--- src/rtl/slink_ll_rx_pkt_router_pkg.sv ---
// Shared link-layer constants for the RX packet router: data IDs of internal
// packets, attribute FSM encodings and the aux queue word width.
package slink_ll_rx_pkt_router_pkg;

  localparam logic [7:0] IDL_SYM    = 8'h00;
  localparam logic [7:0] NOP_DATAID = 8'h01;
  localparam logic [7:0] ATTR_ADDR  = 8'h04;
  localparam logic [7:0] ATTR_DATA  = 8'h05;
  localparam logic [7:0] ATTR_REQ   = 8'h06;
  localparam logic [7:0] ATTR_RSP   = 8'h07;
  localparam logic [7:0] PX_REQ     = 8'h08;
  localparam logic [7:0] PX_START   = 8'h09;

  localparam logic [0:0] ATTR_ST_IDLE      = 1'b0;
  localparam logic [0:0] ATTR_ST_ADDR_HELD = 1'b1;

  // Aux queue entry is {word_count, data_id}
  localparam int AUX_W = 24;

  function automatic logic isInternalId(input logic [7:0] id);
    return id inside {IDL_SYM, NOP_DATAID, ATTR_ADDR, ATTR_DATA,
                      ATTR_REQ, ATTR_RSP, PX_REQ, PX_START};
  endfunction

endpackage

--- src/rtl/slink_ll_rx_aux_fifo.sv ---
// Small synchronous FIFO for one aux channel. A push into a full queue is
// accepted only when a pop happens in the same cycle.
module slink_ll_rx_aux_fifo
  import slink_ll_rx_pkt_router_pkg::*;
#(
  parameter int DEPTH = 4,
  parameter int WIDTH = AUX_W
) (
  input  logic             clk,
  input  logic             reset_n,
  input  logic             push_i,
  input  logic             pop_i,
  input  logic [WIDTH-1:0] data_i,
  output logic [WIDTH-1:0] data_o,
  output logic             full_o,
  output logic             empty_o
);

  localparam int PW = $clog2(DEPTH);
  localparam int CW = PW + 1;

  logic [WIDTH-1:0] mem_q [DEPTH];
  logic [PW-1:0]    wrPtr_q, rdPtr_q;
  logic [CW-1:0]    count_q, count_d;
  logic             doPush, doPop;

  assign empty_o = (count_q == '0);
  assign full_o  = (count_q == CW'(DEPTH));
  assign doPop   = pop_i & ~empty_o;
  assign doPush  = push_i & (~full_o | doPop);
  assign data_o  = empty_o ? '0 : mem_q[rdPtr_q];

  always_comb begin
    count_d = count_q;
    case ({doPush, doPop})
      2'b10:   count_d = count_q + CW'(1);
      2'b01:   count_d = count_q - CW'(1);
      default: count_d = count_q;
    endcase
  end

  always_ff @(posedge clk) begin
    if (!reset_n) begin
      wrPtr_q <= '0;
      rdPtr_q <= '0;
      count_q <= '0;
    end else begin
      if (doPush) wrPtr_q <= wrPtr_q + PW'(1);
      if (doPop)  rdPtr_q <= rdPtr_q + PW'(1);
      count_q <= count_d;
    end
  end

  // Storage needs no reset; data_o is masked while the queue is empty
  always_ff @(posedge clk) begin
    if (doPush) mem_q[wrPtr_q] <= data_i;
  end

endmodule

--- src/rtl/slink_ll_rx_pkt_router.sv ---
// RX link-layer router: strips internal packets from the app stream, runs the
// attribute ADDR/DATA/REQ sequencer and steers windowed short packets into aux queues.
module slink_ll_rx_pkt_router
  import slink_ll_rx_pkt_router_pkg::*;
#(
  parameter int NUM_CH    = 2,
  parameter int AUX_DEPTH = 4,
  parameter int OVF_W     = 8
) (
  input  logic                    clk,
  input  logic                    reset_n,
  input  logic                    sop,
  input  logic                    valid,
  input  logic [7:0]              data_id,
  input  logic [15:0]             word_count,
  input  logic                    link_inactive,
  output logic                    sop_app,
  output logic                    valid_app,
  input  logic [NUM_CH-1:0]       filt_en,
  input  logic [8*NUM_CH-1:0]     filt_min,
  input  logic [8*NUM_CH-1:0]     filt_max,
  output logic [15:0]             attr_addr,
  output logic [15:0]             attr_data,
  output logic                    attr_shadow_update,
  output logic                    attr_read_req,
  output logic                    attr_seq_err,
  output logic                    px_req_pkt,
  output logic                    px_start_pkt,
  output logic [2:0]              px_req_state,
  output logic [NUM_CH-1:0]       aux_valid,
  input  logic [NUM_CH-1:0]       aux_ready,
  output logic [AUX_W*NUM_CH-1:0] aux_data,
  output logic [OVF_W*NUM_CH-1:0] aux_ovf_cnt,
  input  logic [NUM_CH-1:0]       aux_ovf_clr
);

  logic        hdr, internalId;
  logic [0:0]  attrState_q, attrState_d;
  logic [15:0] attrAddr_q, attrAddr_d, attrData_q, attrData_d;
  logic        shadow_q, shadow_d, readReq_q, readReq_d, seqErr_q, seqErr_d;
  logic [2:0]  pxState_q, pxState_d;
  logic [NUM_CH-1:0] match;
  logic        matchFound;

  assign hdr          = sop & valid;
  assign internalId   = isInternalId(data_id);
  assign sop_app      = sop & ~internalId;
  assign valid_app    = valid & ~internalId;
  assign px_req_pkt   = hdr & (data_id == PX_REQ);
  assign px_start_pkt = hdr & (data_id == PX_START);

  assign attr_addr          = attrAddr_q;
  assign attr_data          = attrData_q;
  assign attr_shadow_update = shadow_q;
  assign attr_read_req      = readReq_q;
  assign attr_seq_err       = seqErr_q;
  assign px_req_state       = pxState_q;

  // A dropped link abandons any held address, even if a packet arrives that cycle
  always_comb begin
    attrState_d = attrState_q;
    attrAddr_d  = attrAddr_q;
    attrData_d  = attrData_q;
    shadow_d    = 1'b0;
    readReq_d   = 1'b0;
    seqErr_d    = 1'b0;
    if (link_inactive) begin
      attrState_d = ATTR_ST_IDLE;
    end else if (hdr) begin
      case (data_id)
        ATTR_ADDR: begin
          attrAddr_d  = word_count;
          attrState_d = ATTR_ST_ADDR_HELD;
        end
        ATTR_REQ: begin
          attrAddr_d  = word_count;
          readReq_d   = 1'b1;
          attrState_d = ATTR_ST_IDLE;
        end
        ATTR_DATA: begin
          if (attrState_q == ATTR_ST_ADDR_HELD) begin
            attrData_d = word_count;
            shadow_d   = 1'b1;
          end else begin
            seqErr_d = 1'b1;
          end
        end
        default: ;
      endcase
    end
  end

  always_comb begin
    pxState_d = pxState_q;
    if (px_req_pkt)         pxState_d = word_count[2:0];
    else if (link_inactive) pxState_d = 3'd0;
  end

  always_ff @(posedge clk) begin
    if (!reset_n) begin
      attrState_q <= ATTR_ST_IDLE;
      attrAddr_q  <= '0;
      attrData_q  <= '0;
      shadow_q    <= 1'b0;
      readReq_q   <= 1'b0;
      seqErr_q    <= 1'b0;
      pxState_q   <= '0;
    end else begin
      attrState_q <= attrState_d;
      attrAddr_q  <= attrAddr_d;
      attrData_q  <= attrData_d;
      shadow_q    <= shadow_d;
      readReq_q   <= readReq_d;
      seqErr_q    <= seqErr_d;
      pxState_q   <= pxState_d;
    end
  end

  // Overlapping windows resolve to the lowest channel index
  always_comb begin
    match      = '0;
    matchFound = 1'b0;
    for (int i = 0; i < NUM_CH; i++) begin
      if (!matchFound && hdr && filt_en[i] &&
          (filt_min[8*i +: 8] <= data_id) && (data_id <= filt_max[8*i +: 8])) begin
        match[i]   = 1'b1;
        matchFound = 1'b1;
      end
    end
  end

  for (genvar i = 0; i < NUM_CH; i++) begin : gCh
    logic             full, empty, pop, drop;
    logic [OVF_W-1:0] ovfCnt_q;

    slink_ll_rx_aux_fifo #(.DEPTH(AUX_DEPTH), .WIDTH(AUX_W)) uFifo (
      .clk     (clk),
      .reset_n (reset_n),
      .push_i  (match[i]),
      .pop_i   (pop),
      .data_i  ({word_count, data_id}),
      .data_o  (aux_data[AUX_W*i +: AUX_W]),
      .full_o  (full),
      .empty_o (empty)
    );

    assign aux_valid[i] = ~empty;
    assign pop          = aux_valid[i] & aux_ready[i];
    assign drop         = match[i] & full & ~pop;
    assign aux_ovf_cnt[OVF_W*i +: OVF_W] = ovfCnt_q;

    always_ff @(posedge clk) begin
      if (!reset_n)                    ovfCnt_q <= '0;
      else if (aux_ovf_clr[i])         ovfCnt_q <= '0;
      else if (drop && ovfCnt_q != '1) ovfCnt_q <= ovfCnt_q + OVF_W'(1);
    end
  end

endmodule

--- config.mk ---
export PLATFORM = sky130hd
export DESIGN_NAME = slink_ll_rx_pkt_router
export DESIGN_NICKNAME = d
export VERILOG_FILES = /design/src/rtl/slink_ll_rx_pkt_router_pkg.sv /design/src/rtl/slink_ll_rx_aux_fifo.sv /design/src/rtl/slink_ll_rx_pkt_router.sv
export SDC_FILE = /design/constraint.sdc
export NUM_CORES = 1
export LEC_CHECK = 0
export ABC_AREA = 1
export CELL_PAD_IN_SITES_DETAIL_PLACEMENT = 1
export CELL_PAD_IN_SITES_GLOBAL_PLACEMENT = 2
export CORE_AREA = 3 3 144 250
export DETAILED_ROUTE_END_ITERATION = 10
export DIE_AREA = 0 0 147 253
export PLACE_DENSITY_LB_ADDON = 0.15
export SLEW_MARGIN = 25
export SYNTH_ARGS = -nofsm -noshare
export SYNTH_HDL_FRONTEND = slang
export SYNTH_SLANG_ARGS = --single-unit
--- constraint.sdc ---
create_clock -name clk -period 3.9 [get_ports clk]
set_input_delay 0.585 -clock clk [delete_from_list [all_inputs] [get_ports clk]]
set_output_delay 0.585 -clock clk [all_outputs]
set_load 0.01 [all_outputs]
==> impl_metrics.toml, run 1 <==
[run_status]
outcome = "finished clean"

[logic_synthesis]
post_synth_and_or_nand_nor_area_fraction = 0.1526
yosys.area.top_type_share = 0.5009
post_synth_num_cell_types = 35
synthArstFlopShare = 0
synth-warning-count = 0
postSynthNetCount = 1251
netlist.top_cell.by_area = "sky130_fd_sc_hd__edfxtp_1"
post_synth_edffs = 192
synth_ff_type = "sky130_fd_sc_hd__edfxtp_1"
synthCells = 1140
post_synth_main_area_contributors = "sky130_fd_sc_hd__edfxtp_1 (50%), sky130_fd_sc_hd__dfxtp_1 (13%), sky130_fd_sc_hd__nor2_1 (8.1%)"
synthTopCellsByCount = "sky130_fd_sc_hd__nor2_1 (247), sky130_fd_sc_hd__edfxtp_1 (192), sky130_fd_sc_hd__o21ai_0 (142)"
synth_seq_cells = 265
synth.most_common_cell = "sky130_fd_sc_hd__nor2_1"
dominant_combinational_cell_family_by_area_after_synthesis = "simple AND/OR/NAND/NOR gates"
post_synth_mux_area_share = 0.0008697
synth_fa_ha_area_frac = 0.04914
synth_xor_xnor_area_share = 0.002283
post_syn_area_per_cell_um2 = 10.10
post_synthesis_compound_gate_area_fraction = 0.1141
synth_sequential_area_ratio = 0.6279
area_of_the_mapped_netlist_um2 = 11510

[timing]
slew_viol_final = 0
final.setup.worst_slack_ns = 0.3424
fin_setup_tns_ns = 0
max_clock_freq_mhz = 281.1
worst-slew-pin-transition_ns = 0.8632
timing.final.setup_violations = 0
max-slew-margin-rel = 0.4239
grt_setup_unrepaired = "false"
final.min_clock_period_ns = 3.558
clk_skew_ns = 0.01520
final-hold-violation-count = 0
post-route-period-util = 0.9122
hold_ws_ns = 0.4407

[die]
core_area_um2 = 34080
start_util = 0.3378
num_rows = 89
die_h_um = 253
die_x_um = 147
floorplan.die_area_um2 = 37190
top_level_ports = 175

[cts]
cts.reportedPaths.clkPinSlew_ns = 0.06
root_buffer = "sky130_fd_sc_hd__clkbuf_16"
post_cts.resized_instances = 0
clock_path_buffers = 3
tritoncts = "yes"
clk_latency_ns = 0.53
clock-sinks = 265
cts_max_level = 1
post_cts_hold_buffer_count = 0
post-cts-setup-buffer-count = 0
cts_made_buffers = 26

[cells_and_area]
antenna_cells_inserted = 0
drive_above_1_share = 0.07457
areaGrowthSynthToFinish_pct = 29.13
finish.net_count = 1432
layout.cell_area.non_filler_um2 = 14860

[drt]
top_signal_layer_used = "met4"
met1_length_um = 12920
route.detailed.drc = 0
routed_wirelength_um = 32760
routed-wl-met3_um = 1214
dr_total_vias = 8607
first_pass_iteration_count_of_the_detailed_router = 5
detail_route_antenna_nets = 0
met2_length_um = 18150
vias_per_cell = 4.792
wl_per_cell_um = 18.24
drt-initial-drc-count = 239

[global_routing]
grt_start_max_net_pins = 49
grt_pass1_vias = 9160
grt_antenna_before_repair = 0
grt.overflow.total = 0
grt_use_total = 0.1743
grt_pass1_wl_um = 51240

[placement]
pre_cts_ws_ns = 0.2998
gp_congestion = 0.7610
port-buffer-count = 174
dp.final_hpwl_um = 23210
detailed_place.area_um2 = 13920

[power]
power.density_cell_area_nw_per_um2 = 509.1
fin_total_pwr_uw = 7566
p_leak_uw = 0.005379
maximum_vdd_ir_drop_mv = 0.2822

[setup_path]
worst-path-max-fanout = 32
delay_of_the_slowest_cell_on_the_worst_path_ns = 0.76
worstPathCellList = "buf_4 > nor2_1 > nor2_1 > o21ai_0 > a21oi_1 > clkdlybuf4s50_1"
critical-path-top-cell-by-count = "sky130_fd_sc_hd__nor2_1"
critical_path.reg2reg.startpoint = "gCh[0].uFifo.count_q[0]"
critical_path_arrival_ns = 2.97
setup.reg_to_reg.worst_slack_ns = 1.68
timing_worst_setup_path_type = "flop to output pin"
worstPathBufferInverterCount = 2
worst_setup_path_start_kind = "flop"
endpoint_kind = "output pin"
timing.critical_path.max_delay_family = "buffers and inverters"
cp_data_required_time_ns = 3.31
crit_slowest_cell = "sky130_fd_sc_hd__dfxtp_1"

[min_path]
min_from = "attrState_q"
min_path_type = "flop to flop"

[run]
max-cap-violations = 0
-- worst paths after layout --
path / cells after the start / end
max: 6 / aux_data[25]
min reg2reg: 1 / attr_seq_err
min: 1 / attr_seq_err
max reg2reg: 9 / gCh[0].uFifo.mem_q[2][2]
-- power by group --
group	internal, uW	total (uW)	switching [uW]
clock	1650	2730	1080
sequential	3070	3120	51.4
combinational	716	1720	1010
total	5430	7570	2140
-- flip-flops by register name, summed over array words and instances, names as in the netlist, named ones only --
| register | cells |
|---|---|
| attrState_q | 1 |
| attr_addr | 16 |
| attr_data | 16 |
| attr_read_req | 1 |
| attr_seq_err | 1 |
| attr_shadow_update | 1 |
| gCh.ovfCnt_q | 16 |
| gCh.uFifo.count_q | 6 |
| gCh.uFifo.mem_q | 192 |
| gCh.uFifo.rdPtr_q | 4 |
| gCh.uFifo.wrPtr_q | 4 |
| px_req_state | 3 |
-- layout by cell type (no fill, tap or decap), types with 2 or more instances in the layout --
master	instances
sky130_fd_sc_hd__o21ai_0	142
sky130_fd_sc_hd__bufinv_16	3
sky130_fd_sc_hd__clkbuf_1	3
sky130_fd_sc_hd__clkbuf_16	30
sky130_fd_sc_hd__nor2_1	239
sky130_fd_sc_hd__buf_4	20
sky130_fd_sc_hd__nand3_4	2
sky130_fd_sc_hd__clkinv_2	2
sky130_fd_sc_hd__fa_1	2
sky130_fd_sc_hd__clkbuf_8	3
sky130_fd_sc_hd__a21o_1	2
sky130_fd_sc_hd__nor3b_1	2
sky130_fd_sc_hd__nor2_2	14
sky130_fd_sc_hd__xor2_1	2
sky130_fd_sc_hd__nor2_8	2
sky130_fd_sc_hd__nor3_2	2
sky130_fd_sc_hd__o21ai_1	2
sky130_fd_sc_hd__inv_1	110
sky130_fd_sc_hd__buf_12	5
sky130_fd_sc_hd__o21a_1	4
sky130_fd_sc_hd__nor3_1	23
sky130_fd_sc_hd__edfxtp_1	192
sky130_fd_sc_hd__inv_2	6
sky130_fd_sc_hd__clkdlybuf4s50_1	174
sky130_fd_sc_hd__ha_1	42
sky130_fd_sc_hd__nand4_1	9
sky130_fd_sc_hd__a21oi_1	108
sky130_fd_sc_hd__nand2_1	87
sky130_fd_sc_hd__nand3_1	13
sky130_fd_sc_hd__nor2_4	4
sky130_fd_sc_hd__dfxtp_1	73
sky130_fd_sc_hd__nor4_1	4
sky130_fd_sc_hd__clkinv_1	3
-- per-layer routing --
metal  vias up  global-route usage
met1      4210              0.1969
met3        25             0.02686
met2       144              0.3413
met5         -                   0
li1       4228                   -
met4         0             0.03919
-- final cells by class --
type	instances	area, um2
Fill cell	3840	19210
Clock inverter	12	143.9
Sequential cell	265	7227
Clock buffer	36	803.3
Multi-Input combinational cell	713	3692
Inverter	116	435.4
Tap cell	455	569.3
Timing Repair Buffer	199	1992
-- worst register-to-register path: stages (launching register included) --
cell and delay [ns]:
sky130_fd_sc_hd__dfxtp_1 0.38, sky130_fd_sc_hd__nor2_2 0.07, sky130_fd_sc_hd__inv_2 0.09, sky130_fd_sc_hd__nor2_8 0.10, sky130_fd_sc_hd__nor2_2 0.38, sky130_fd_sc_hd__nor2_4 0.07, sky130_fd_sc_hd__nor2_2 0.19, sky130_fd_sc_hd__inv_1 0.16
sky130_fd_sc_hd__nor2_2 0.10, sky130_fd_sc_hd__buf_4 0.33
-- per-stage QoR --
stage                 util  std cells
floorplan                -       1140
global placement    0.4084       1748
detailed placement  0.4084       1748
CTS                 0.4362       1796
global route        0.4362       1796
finish              0.4362       1796
-- logic make-up after synthesis --
logic type / count (synthesis)
AND/OR/NAND/NOR: 406
flip-flops: 265
AO/OA/AOI/OAI: 259
multiplexers: 1
buffers and inverters: 162
adder cells (fa/ha/maj): 44
XOR/XNOR: 3
Note: power is estimated with default switching activity, not from simulation.
==> run 2, diff against run 1 <==
- CORE_AREA: 3 3 144 250 -> 3 3 142 246
- CTS_BUF_LIST: unset -> sky130_fd_sc_hd__clkbuf_4 sky130_fd_sc_hd__clkbuf_8
- DIE_AREA: 0 0 147 253 -> 0 0 145 249
- PLACE_DENSITY: unset -> 0.86
- PLACE_DENSITY_LB_ADDON: 0.15 -> unset
==> run 2 against run 1 <==
Effect of this change:
- clock-buffer cell count rose by 15
- worst setup slack worse by 0.14 ns
- flip-flop and latch count did not move
- sequential share of layout area rose by 0.40 points
- final cell count is 1.4% higher
- first-iteration DRC count is 80% higher
- via count rose by 3.7%
- critical path depth is the same
- final area down 0.81%
==> impl_metrics.toml, run 2 (synthesized netlist as in run 1, its figures left out) <==
[setup_path]
endpoint_kind = "output pin"
delay_of_the_slowest_cell_on_the_worst_path_ns = 0.65
cp_data_required_time_ns = 3.31
crit_slowest_cell = "sky130_fd_sc_hd__clkdlybuf4s50_1"
timing.critical_path.max_delay_family = "buffers and inverters"
worst-path-max-fanout = 25
critical_path_arrival_ns = 3.11
worstPathCellList = "buf_4 > inv_1 > nor2_1 > o21ai_0 > a21oi_1 > clkdlybuf4s50_1"
worst_setup_path_start_kind = "flop"
worstPathBufferInverterCount = 3
timing_worst_setup_path_type = "flop to output pin"

[power]
pwr-share-comb = 0.246
power.switching_fraction = 0.3040
maximum_vdd_ir_drop_mv = 0.2467
power.internal_uw = 4997
power_switching_uw = 2183
p_leak_uw = 0.005345
seq_power_share = 0.435
power.density_cell_area_nw_per_um2 = 487.1
p_clk_frac = 0.320

[timing]
max-slew-margin-rel = 0.3979
slew_viol_final = 0
clk_skew_ns = 0.01499
grt_setup_unrepaired = "false"
final.min_clock_period_ns = 3.697
timing.final.setup_violations = 0
fin_setup_tns_ns = 0
post-route-period-util = 0.9480
hold_ws_ns = 0.4302
max_clock_freq_mhz = 270.5
final-hold-violation-count = 0
worst-slew-pin-transition_ns = 0.9022

[die]
start_util = 0.3473
die_x_um = 145
die_h_um = 249
core_area_um2 = 33140
floorplan.die_area_um2 = 36110
num_rows = 88
top_level_ports = 175

[cts]
post-cts-setup-buffer-count = 0
cts.reportedPaths.clkPinSlew_ns = 0.06
clock_path_buffers = 3
clock-sinks = 265
tritoncts = "yes"
cts_max_level = 2
cts_made_buffers = 40
root_buffer = "sky130_fd_sc_hd__clkbuf_8"
clk_latency_ns = 0.55

[global_routing]
groute.layer.met1.usage = 0.1950
grt.busiest_layer = "met2"
grt.overflow.total = 0
use_met3 = 0.03222
grt_use_total = 0.1863
grt_pass1_wl_um = 53360
grt_util_met2 = 0.3581
grt_start_max_net_pins = 49
grt_pass1_vias = 9583
grt_antenna_before_repair = 1

[drt]
wl_per_cell_um = 18.85
dr_total_vias = 8923
drt-initial-drc-count = 431
vias_per_cell = 4.900
route.detailed.drc = 0
routed_wirelength_um = 34330
detail_route_antenna_nets = 0
first_pass_iteration_count_of_the_detailed_router = 4

[cells_and_area]
mostFrequentLayoutCells = "sky130_fd_sc_hd__nor2_1 (239), sky130_fd_sc_hd__edfxtp_1 (192), sky130_fd_sc_hd__clkdlybuf4s50_1 (174), sky130_fd_sc_hd__o21ai_0 (142), sky130_fd_sc_hd__inv_1 (109)"
drive_above_1_share = 0.09197
largest-register = "gCh.uFifo.mem_q"
multi_input_comb_area_um2 = 3692
finish.net_count = 1451
seqCellArea_um2 = 7228
nFillCells = 3736
flip_flop_count_of_the_largest_register_after_layout = 192
areaGrowthSynthToFinish_pct = 28.09
layout.cells.most_common = "sky130_fd_sc_hd__nor2_1"

[placement]
port-buffer-count = 174
gp_congestion = 0.8214
dp.final_hpwl_um = 24600

[run]
max-cap-violations = 0

[run_status]
outcome = "finished clean"

[min_path]
min_path_type = "flop to flop"
==> run 2: power by group through the flow <==
stage | Combinational [uW] | Clock, uW | Sequential (uW)
floorplan | 893 | 0 | 3160
global placement | 1760 | 0 | 3180
detailed placement | 1790 | 0 | 3180
CTS | 1800 | 2360 | 3120
global route | 1950 | 2470 | 3130
finish | 1760 | 2300 | 3120
==> run 2: worst register-to-register path, delay by kind of cell, from the launching register on <==
kind / cells / cell delay, ns
adders and majority gates: 1 / 0.38
buffers and inverters: 3 / 0.23
DFF: 1 / 0.35
and+or+nand+nor: 9 / 1.21
==> run 2: worst paths after layout <==
| check | from | endpoint | slack, ns | depth (start not counted) |
|---|---|---|---|---|
| setup / recovery | flop | aux_data[36] | 0.20 | 6 |
| hold / removal | attrState_q | attr_seq_err | 0.43 | 1 |
| setup reg to reg | gCh[1].uFifo.count_q[0] | gCh[1].uFifo.count_q[2] | 1.62 | 13 |
| hold reg to reg | attrState_q | attr_seq_err | 0.43 | 1 |
==> run 2: through the flow <==
stage	setup WS [ns]	power, uW	instance area [um2]	cells	util
global route	0.04831	7551	14740	1821	0.4448
CTS	0.1815	7286	14740	1820	0.4448
floorplan	0.7268	4057	11510	1140	-
finish	0.2027	7181	14740	1821	0.4448
global placement	0.2114	4935	13940	1747	0.4206
detailed placement	0.2349	4972	13940	1747	0.4206
==> run 2: per-layer routing <==
layer,wire (um),vias to the layer above,part of all wire
met5,0,-,0
met3,1258,74,0.037
met2,18760,198,0.55
met1,12900,4388,0.38
li1,-,4263,-
met4,1419,0,0.041
==> run 2: final cells by class <==
class | count | area share
sequential | 265 | 0.4903
inverter | 116 | 0.02979
clock inverter | 21 | 0.01010
timing repair inverter | 1 | 0.0005092
clock buffer | 51 | 0.04337
multi-input combinational | 713 | 0.2504
timing repair buffer | 203 | 0.1371
tap | 450 | 0.03819
antenna | 1 | 0.0001697
==> run 2: what timing repair did <==
item	CTS	global route
resized for setup	3	0
hold buffers	0	0
endpoints found under the setup margin	24	0
